<file path="src/rtl/decode_stage.sv">
// RV32I subset decode stage: instruction decode, 32x32 register file with write-through
// read bypass, branch/jump resolution in D, and the ID/EX pipeline register.
module decode_stage (
    input  logic        clk,
    input  logic        reset,
    input  logic [31:0] InstrD,
    input  logic [31:0] PCPlus4D,
    input  logic        RegWriteW,
    input  logic [4:0]  RdW,
    input  logic [31:0] ResultW,
    input  logic [31:0] ALUResultM,
    input  logic        ForwardAD,
    input  logic        ForwardBD,
    input  logic        FlushE,
    output logic [31:0] PCBranchD,
    output logic        BranchD,
    output logic        PCSrcD,
    output logic [4:0]  Rs1D,
    output logic [4:0]  Rs2D,
    output logic        RegWriteE,
    output logic        MemWriteE,
    output logic        ALUSrcE,
    output logic [1:0]  ResultSrcE,
    output logic [3:0]  ALUControlE,
    output logic [31:0] RD1E,
    output logic [31:0] RD2E,
    output logic [31:0] ImmExtE,
    output logic [31:0] PCPlus4E,
    output logic [4:0]  RdE,
    output logic [4:0]  Rs1E,
    output logic [4:0]  Rs2E
);

    localparam logic [6:0] OP_RTYPE  = 7'b0110011;
    localparam logic [6:0] OP_ITYPE  = 7'b0010011;
    localparam logic [6:0] OP_LOAD   = 7'b0000011;
    localparam logic [6:0] OP_STORE  = 7'b0100011;
    localparam logic [6:0] OP_BRANCH = 7'b1100011;
    localparam logic [6:0] OP_JAL    = 7'b1101111;
    localparam logic [6:0] OP_LUI    = 7'b0110111;

    localparam logic [3:0] ALU_ADD  = 4'd0;
    localparam logic [3:0] ALU_SUB  = 4'd1;
    localparam logic [3:0] ALU_AND  = 4'd2;
    localparam logic [3:0] ALU_OR   = 4'd3;
    localparam logic [3:0] ALU_XOR  = 4'd4;
    localparam logic [3:0] ALU_SLT  = 4'd5;
    localparam logic [3:0] ALU_SLL  = 4'd6;
    localparam logic [3:0] ALU_SRL  = 4'd7;
    localparam logic [3:0] ALU_SRA  = 4'd8;
    localparam logic [3:0] ALU_SLTU = 4'd9;

    localparam logic [1:0] RES_ALU = 2'b00;
    localparam logic [1:0] RES_MEM = 2'b01;
    localparam logic [1:0] RES_PC4 = 2'b10;

    function automatic logic [31:0] imm_i(input logic [31:0] ins);
        return {{20{ins[31]}}, ins[31:20]};
    endfunction

    function automatic logic [31:0] imm_s(input logic [31:0] ins);
        return {{20{ins[31]}}, ins[31:25], ins[11:7]};
    endfunction

    function automatic logic [31:0] imm_b(input logic [31:0] ins);
        return {{19{ins[31]}}, ins[31], ins[7], ins[30:25], ins[11:8], 1'b0};
    endfunction

    function automatic logic [31:0] imm_j(input logic [31:0] ins);
        return {{11{ins[31]}}, ins[31], ins[19:12], ins[20], ins[30:21], 1'b0};
    endfunction

    function automatic logic [31:0] imm_u(input logic [31:0] ins);
        return {ins[31:12], 12'd0};
    endfunction

    // Returns {legal, alu_op}; for immediates only the shift encodings constrain funct7.
    function automatic logic [4:0] alu_decode(input logic [2:0] f3, input logic [6:0] f7,
                                              input logic is_imm);
        logic f7_zero;
        logic f7_alt;
        logic [4:0] res;
        f7_zero = (f7 == 7'b0000000);
        f7_alt  = (f7 == 7'b0100000);
        case (f3)
            3'b000: begin
                if (is_imm || f7_zero) res = {1'b1, ALU_ADD};
                else if (f7_alt)       res = {1'b1, ALU_SUB};
                else                   res = {1'b0, ALU_ADD};
            end
            3'b001:  res = f7_zero ? {1'b1, ALU_SLL} : {1'b0, ALU_ADD};
            3'b010:  res = (is_imm || f7_zero) ? {1'b1, ALU_SLT}  : {1'b0, ALU_ADD};
            3'b011:  res = (is_imm || f7_zero) ? {1'b1, ALU_SLTU} : {1'b0, ALU_ADD};
            3'b100:  res = (is_imm || f7_zero) ? {1'b1, ALU_XOR}  : {1'b0, ALU_ADD};
            3'b110:  res = (is_imm || f7_zero) ? {1'b1, ALU_OR}   : {1'b0, ALU_ADD};
            3'b111:  res = (is_imm || f7_zero) ? {1'b1, ALU_AND}  : {1'b0, ALU_ADD};
            3'b101: begin
                if (f7_zero)     res = {1'b1, ALU_SRL};
                else if (f7_alt) res = {1'b1, ALU_SRA};
                else             res = {1'b0, ALU_ADD};
            end
            default: res = {1'b0, ALU_ADD};
        endcase
        return res;
    endfunction

    logic [6:0]  opcode_s;
    logic [2:0]  funct3_s;
    logic [6:0]  funct7_s;
    logic [4:0]  rs1_s;
    logic [4:0]  rs2_s;
    logic [4:0]  rd_s;

    assign opcode_s = InstrD[6:0];
    assign funct3_s = InstrD[14:12];
    assign funct7_s = InstrD[31:25];
    assign rs1_s    = InstrD[19:15];
    assign rs2_s    = InstrD[24:20];
    assign rd_s     = InstrD[11:7];
    assign Rs1D     = rs1_s;
    assign Rs2D     = rs2_s;

    logic [31:0] rf_q [32];
    logic [31:0] rd1_s;
    logic [31:0] rd2_s;

    // Register file storage; reset clears every entry and wins over a pending write.
    always_ff @(posedge clk) begin
        if (reset) begin
            for (int i = 0; i < 32; i++) begin
                rf_q[i] <= 32'd0;
            end
        end else if (RegWriteW && (RdW != 5'd0)) begin
            rf_q[RdW] <= ResultW;
        end
    end

    // Read ports with write-through bypass so W-stage results are visible in the same cycle.
    always_comb begin
        rd1_s = 32'd0;
        rd2_s = 32'd0;
        if (rs1_s == 5'd0) begin
            rd1_s = 32'd0;
        end else if (RegWriteW && (RdW == rs1_s)) begin
            rd1_s = ResultW;
        end else begin
            rd1_s = rf_q[rs1_s];
        end
        if (rs2_s == 5'd0) begin
            rd2_s = 32'd0;
        end else if (RegWriteW && (RdW == rs2_s)) begin
            rd2_s = ResultW;
        end else begin
            rd2_s = rf_q[rs2_s];
        end
    end

    logic        legal_s;
    logic        reg_write_s;
    logic        mem_write_s;
    logic        alu_src_s;
    logic [1:0]  result_src_s;
    logic [3:0]  alu_ctrl_s;
    logic        branch_s;
    logic        jump_s;
    logic        bne_s;
    logic        lui_s;
    logic [31:0] imm_ext_s;
    logic [4:0]  alu_dec_s;

    // Main opcode decode; raw controls are gated by legal_s further down.
    always_comb begin
        legal_s      = 1'b0;
        reg_write_s  = 1'b0;
        mem_write_s  = 1'b0;
        alu_src_s    = 1'b0;
        result_src_s = RES_ALU;
        alu_ctrl_s   = ALU_ADD;
        branch_s     = 1'b0;
        jump_s       = 1'b0;
        bne_s        = 1'b0;
        lui_s        = 1'b0;
        imm_ext_s    = imm_i(InstrD);
        alu_dec_s    = 5'd0;
        case (opcode_s)
            OP_RTYPE: begin
                alu_dec_s   = alu_decode(funct3_s, funct7_s, 1'b0);
                legal_s     = alu_dec_s[4];
                reg_write_s = 1'b1;
                alu_ctrl_s  = alu_dec_s[3:0];
            end
            OP_ITYPE: begin
                alu_dec_s   = alu_decode(funct3_s, funct7_s, 1'b1);
                legal_s     = alu_dec_s[4];
                reg_write_s = 1'b1;
                alu_src_s   = 1'b1;
                alu_ctrl_s  = alu_dec_s[3:0];
            end
            OP_LOAD: begin
                legal_s      = (funct3_s == 3'b010);
                reg_write_s  = 1'b1;
                alu_src_s    = 1'b1;
                result_src_s = RES_MEM;
            end
            OP_STORE: begin
                legal_s     = (funct3_s == 3'b010);
                mem_write_s = 1'b1;
                alu_src_s   = 1'b1;
                imm_ext_s   = imm_s(InstrD);
            end
            OP_BRANCH: begin
                legal_s    = (funct3_s == 3'b000) || (funct3_s == 3'b001);
                branch_s   = 1'b1;
                bne_s      = funct3_s[0];
                alu_ctrl_s = ALU_SUB;
                imm_ext_s  = imm_b(InstrD);
            end
            OP_JAL: begin
                legal_s      = 1'b1;
                jump_s       = 1'b1;
                reg_write_s  = 1'b1;
                result_src_s = RES_PC4;
                imm_ext_s    = imm_j(InstrD);
            end
            OP_LUI: begin
                legal_s     = 1'b1;
                reg_write_s = 1'b1;
                alu_src_s   = 1'b1;
                lui_s       = 1'b1;
                imm_ext_s   = imm_u(InstrD);
            end
            default: begin
                legal_s = 1'b0;
            end
        endcase
    end

    logic [31:0] cmp_a_s;
    logic [31:0] cmp_b_s;
    logic        equal_s;

    assign cmp_a_s   = ForwardAD ? ALUResultM : rd1_s;
    assign cmp_b_s   = ForwardBD ? ALUResultM : rd2_s;
    assign equal_s   = (cmp_a_s == cmp_b_s);
    assign PCBranchD = (PCPlus4D - 32'd4) + imm_ext_s;

    // Branch/jump resolution; an illegal encoding never redirects fetch.
    always_comb begin
        BranchD = 1'b0;
        PCSrcD  = 1'b0;
        if (legal_s) begin
            BranchD = branch_s;
            PCSrcD  = (branch_s && (bne_s ? !equal_s : equal_s)) || jump_s;
        end else begin
            BranchD = 1'b0;
            PCSrcD  = 1'b0;
        end
    end

    logic        reg_write_d,  reg_write_q;
    logic        mem_write_d,  mem_write_q;
    logic        alu_src_d,    alu_src_q;
    logic [1:0]  result_src_d, result_src_q;
    logic [3:0]  alu_ctrl_d,   alu_ctrl_q;
    logic [31:0] rd1_d,        rd1_q;
    logic [31:0] rd2_d,        rd2_q;
    logic [31:0] imm_d,        imm_q;
    logic [31:0] pc4_d,        pc4_q;
    logic [4:0]  rd_d,         rd_q;
    logic [4:0]  rs1_d,        rs1_q;
    logic [4:0]  rs2_d,        rs2_q;

    // ID/EX next state: illegal encodings become a bubble on controls only, data fields pass.
    always_comb begin
        reg_write_d  = 1'b0;
        mem_write_d  = 1'b0;
        alu_src_d    = 1'b0;
        result_src_d = RES_ALU;
        alu_ctrl_d   = ALU_ADD;
        if (legal_s) begin
            reg_write_d  = reg_write_s;
            mem_write_d  = mem_write_s;
            alu_src_d    = alu_src_s;
            result_src_d = result_src_s;
            alu_ctrl_d   = alu_ctrl_s;
        end else begin
            reg_write_d  = 1'b0;
            mem_write_d  = 1'b0;
            alu_src_d    = 1'b0;
            result_src_d = RES_ALU;
            alu_ctrl_d   = ALU_ADD;
        end
        rd1_d = (legal_s && lui_s) ? 32'd0 : rd1_s;
        rd2_d = rd2_s;
        imm_d = imm_ext_s;
        pc4_d = PCPlus4D;
        rd_d  = rd_s;
        rs1_d = rs1_s;
        rs2_d = rs2_s;
    end

    // ID/EX register; reset and flush both load an all-zero bubble.
    always_ff @(posedge clk) begin
        if (reset || FlushE) begin
            reg_write_q  <= 1'b0;
            mem_write_q  <= 1'b0;
            alu_src_q    <= 1'b0;
            result_src_q <= 2'b00;
            alu_ctrl_q   <= 4'd0;
            rd1_q        <= 32'd0;
            rd2_q        <= 32'd0;
            imm_q        <= 32'd0;
            pc4_q        <= 32'd0;
            rd_q         <= 5'd0;
            rs1_q        <= 5'd0;
            rs2_q        <= 5'd0;
        end else begin
            reg_write_q  <= reg_write_d;
            mem_write_q  <= mem_write_d;
            alu_src_q    <= alu_src_d;
            result_src_q <= result_src_d;
            alu_ctrl_q   <= alu_ctrl_d;
            rd1_q        <= rd1_d;
            rd2_q        <= rd2_d;
            imm_q        <= imm_d;
            pc4_q        <= pc4_d;
            rd_q         <= rd_d;
            rs1_q        <= rs1_d;
            rs2_q        <= rs2_d;
        end
    end

    assign RegWriteE   = reg_write_q;
    assign MemWriteE   = mem_write_q;
    assign ALUSrcE     = alu_src_q;
    assign ResultSrcE  = result_src_q;
    assign ALUControlE = alu_ctrl_q;
    assign RD1E        = rd1_q;
    assign RD2E        = rd2_q;
    assign ImmExtE     = imm_q;
    assign PCPlus4E    = pc4_q;
    assign RdE         = rd_q;
    assign Rs1E        = rs1_q;
    assign Rs2E        = rs2_q;

endmodule

</file>
<file path="config.mk">
export PLATFORM = sky130hd
export DESIGN_NAME = decode_stage
export DESIGN_NICKNAME = d
export VERILOG_FILES = /design/src/rtl/decode_stage.sv
export SDC_FILE = /design/constraint.sdc
export NUM_CORES = 2
export LEC_CHECK = 0
export BUFFER_PORTS_ARGS = -buffer_cell sky130_fd_sc_hd__buf_2
export CORE_MARGIN = 2
export CORE_UTILIZATION = 50
export CTS_CLUSTER_SIZE = 25
export DETAILED_ROUTE_END_ITERATION = 8
export HOLD_SLACK_MARGIN = 0.05
export PLACE_DENSITY = 0.67
export SYNTH_ARGS = -nofsm -noshare
export SYNTH_HDL_FRONTEND = slang
export SYNTH_SLANG_ARGS = --single-unit
</file>
<file path="constraint.sdc">
create_clock -name clk -period 8.4 [get_ports clk]
set_input_delay 0.84 -clock clk [delete_from_list [all_inputs] [get_ports clk]]
set_output_delay 0.84 -clock clk [all_outputs]
set_load 0.02 [all_outputs]
</file>
==> out/results.tsv <==
metric	value	unit
CTS tree	done	
flops & latches, synth	1176	
top_reg_cell synth	edfxtp_1	
gr usage total	0.362	
commonest non-fill, non-tap cell in the layout	edfxtp_1	
Final Max Slew Viols	0	
Clk pwr share	0.370	
HPWL Detailed	161000	um
port buffer count	334	
initial core utilization	0.505	
Layout Skew	50.1	ps
Synth Area in Simple Gates	0.148	
Worst Tran Pin Value	1380	ps
VDD IR max	189	uV
layout cells sized above 1	0.253	
Synth Warn #	0	
I/O pin count	335	
GRT overflow	0	
Flop pwr share	0.463	
Critical Path RT	7560	ps
final WL	238000	um
CTS root buf	clkbuf_16	
distinct cell type count after synthesis	91	
Setup crit end kind	primary output	
Final Hold Fails	0	
Post-synth EDFFs	1024	
Period minus WS final	7870	ps
DRC	0	
CP startpoint kind	input port	
GP Congestion	0.978	
adder-cell share of the synthesized area	0.0123	
Compound-Gate Fraction of Synth Area	0.0605	
post-route ant nets	0	
RR Endpoint	RD1E[4]$_SDFF_PP0_	
DR WL/cell	35.1	um
Cell Area, Synth	63400	um2
post-synthesis mux area share	0.191	
max cap viols	0	
Peak Freq	127	MHz
Via density	6.89	
post_cts resized	0	
Layout area overhead	11.4	%
Setup CP Type	input port to primary output	
ys async rst share	0	
largest net degree at the start of global routing	105	
type of the worst min-delay path	input port to flop	
vias in the first global route	44900	
die area	130000	um2
Cell Rows	130	
clk_lat worst skew	770	ps
H-tree depth	3	
origin of the worst setup path	InstrD[17]	
status	finished, final reports clean	
switching pwr	4.10	mW
leakage power	25.3	nW
core area	126000	um2
Clock transition at path regs	60	ps
first-pass GRT wire length	334000	um
initial DRC count	7887	
Die X-Extent	360	um
r2r setup slk	5460	ps
switching part of the total	0.279	
fin crit share	0.937	
Die H	360	um
Final #Nets	5209	
initial antenna violation count	23	
Avg Cell Area, Syn	13.2	um2
via count	46600	
commonest cells after routing, fill and taps aside	edfxtp_1, and2_1, mux4_2, nor3_1, buf_2	
Final WS setup	528	ps
DRT Pass-1 Iters	8	
crit path capture	PCSrcD	
final setup TNS	0	ps
Pwr Density	208	nW/um2
WP data arrival	7030	ps
dpl ws	784	ps
fill count	10100	
main combinational cell family by area after synthesis	multiplexers	
internal power	10.6	mW
hold buffer count at cts	0	
RSZ-0062 raised after global routing	false	
register area share after synthesis	0.533	
worst flop-to-flop path startpoint	rf_q[9][4]$_SDFFCE_PN0P_	
total setup buffers inserted after CTS	0	
Comb power frac	0.167	
post-synthesis xor/xnor area fraction	0.0108	
R2R depth	5	
Syn Inst Count	4818	
CTS sink cnt	1176	
Setup violations, final	0	
number of buffers on the longest clock path	3	
relative slew slack	0.0694	
Num CTS Buffers	118	
Critical Path Fanout Max	46	
[worst min path at each step]
stage	start	to	slack, ps	cells past startpoint
2_1_floorplan	rf_q[22][30]$_SDFFCE_PN0P_	RD2E[30]$_SDFF_PP0_	780	6
3_3_place_gp	rf_q[22][30]$_SDFFCE_PN0P_	RD2E[30]$_SDFF_PP0_	990	6
3_5_place_dp	rf_q[23][30]$_SDFFCE_PN0P_	RD2E[30]$_SDFF_PP0_	1020	6
4_1_cts	InstrD[8]	RdE[1]$_SDFF_PP0_	270	2
5_1_grt	InstrD[8]	RdE[1]$_SDFF_PP0_	310	2
6_report	InstrD[8]	RdE[1]$_SDFF_PP0_	310	2
[Yosys cell counts, types with 49 or more instances]
library cell	number	area, um2
a21oi_1	102	510
nand3_1	52	260
inv_1	117	439
buf_2	49	245
edfxtp_1	1024	30700
mux4_2	474	10700
o21ai_0	51	255
mux2i_1	110	1100
buf_4	50	375
nor2_1	228	856
a22oi_1	96	721
clkbuf_1	322	1210
nor3_1	417	2090
nand2_1	119	447
ha_1	61	763
dfxtp_1	152	3040
xnor2_1	53	464
o22ai_1	94	588
buf_1	51	191
and2_1	648	4050
[flip-flops by register name, summed over array words and instances, names as in the netlist, 2 cells and up]
register,cells
Rs2E,5
RD1E,32
ResultSrcE,2
PCPlus4E,32
rf_q,1024
RD2E,32
ALUControlE,4
ImmExtE,32
RdE,5
Rs1E,5
[kinds of logic after synthesis]
group	after synthesis
AOI/OAI and AO/OA	555
xor gates and xnor gates	78
other	1
DFF	1176
buffers and inverters	625
and+or+nand+nor	1710
adders and majority gates	62
muxes	611
[power groups by stage]
| stage | Sequential (mW) | Clock, mW | Combinational, mW |
|---|---|---|---|
| after floorplan | 6.92 | 0 | 1.44 |
| after global placement | 6.90 | 0 | 2.37 |
| after detailed placement | 6.93 | 0 | 2.37 |
| after CTS | 6.80 | 5.45 | 2.38 |
| after global routing | 6.84 | 5.65 | 2.52 |
| final | 6.81 | 5.45 | 2.45 |
[layer usage]
metal  up-vias  track usage  share of wire
li1      18800            -              -
met1     23200        0.464           0.35
met2      3859        0.546           0.44
met3       704        0.129           0.15
met4        14        0.182          0.057
met5         -            0        0.00042
[through the flow]
step                      std cells  hold slack [ps]  utilization  total power [mW]  instance area (um2)
after global placement         6538              993        0.531              9.27                66700
final                          6770              306        0.562              14.7                70700
after detailed placement       6538             1020        0.531              9.30                66700
after CTS                      6760              270        0.562              14.6                70700
after floorplan                4849              783            -              8.35                63600
after global routing           6766              313        0.562              15.0                70700
[critical path: stages]
cell,delay (ps)
buf_2,210
buf_12,230
inv_2,550
buf_4,350
mux2i_1,190
o211ai_1,530
o22ai_1,230
nor3_1,500
xor2_1,330
a2111oi_0,1150
a41oi_1,210
or4_1,530
nor4b_2,290
xnor2_1,130
o41ai_2,420
buf_2,260
[area by class of cell]
cell class	count	area, um2	share of cell area
Clock buffer	159	3380	0.0478
Tap cell	1650	2060	0.0292
Sequential cell	1176	33800	0.478
Clock inverter	63	572	0.00809
Multi-Input combinational cell	3048	27000	0.382
Inverter	126	473	0.00669
Antenna cell	10	25.0	0.000354
Timing Repair Buffer	538	3380	0.0479
(Power assumes the default switching activity.)
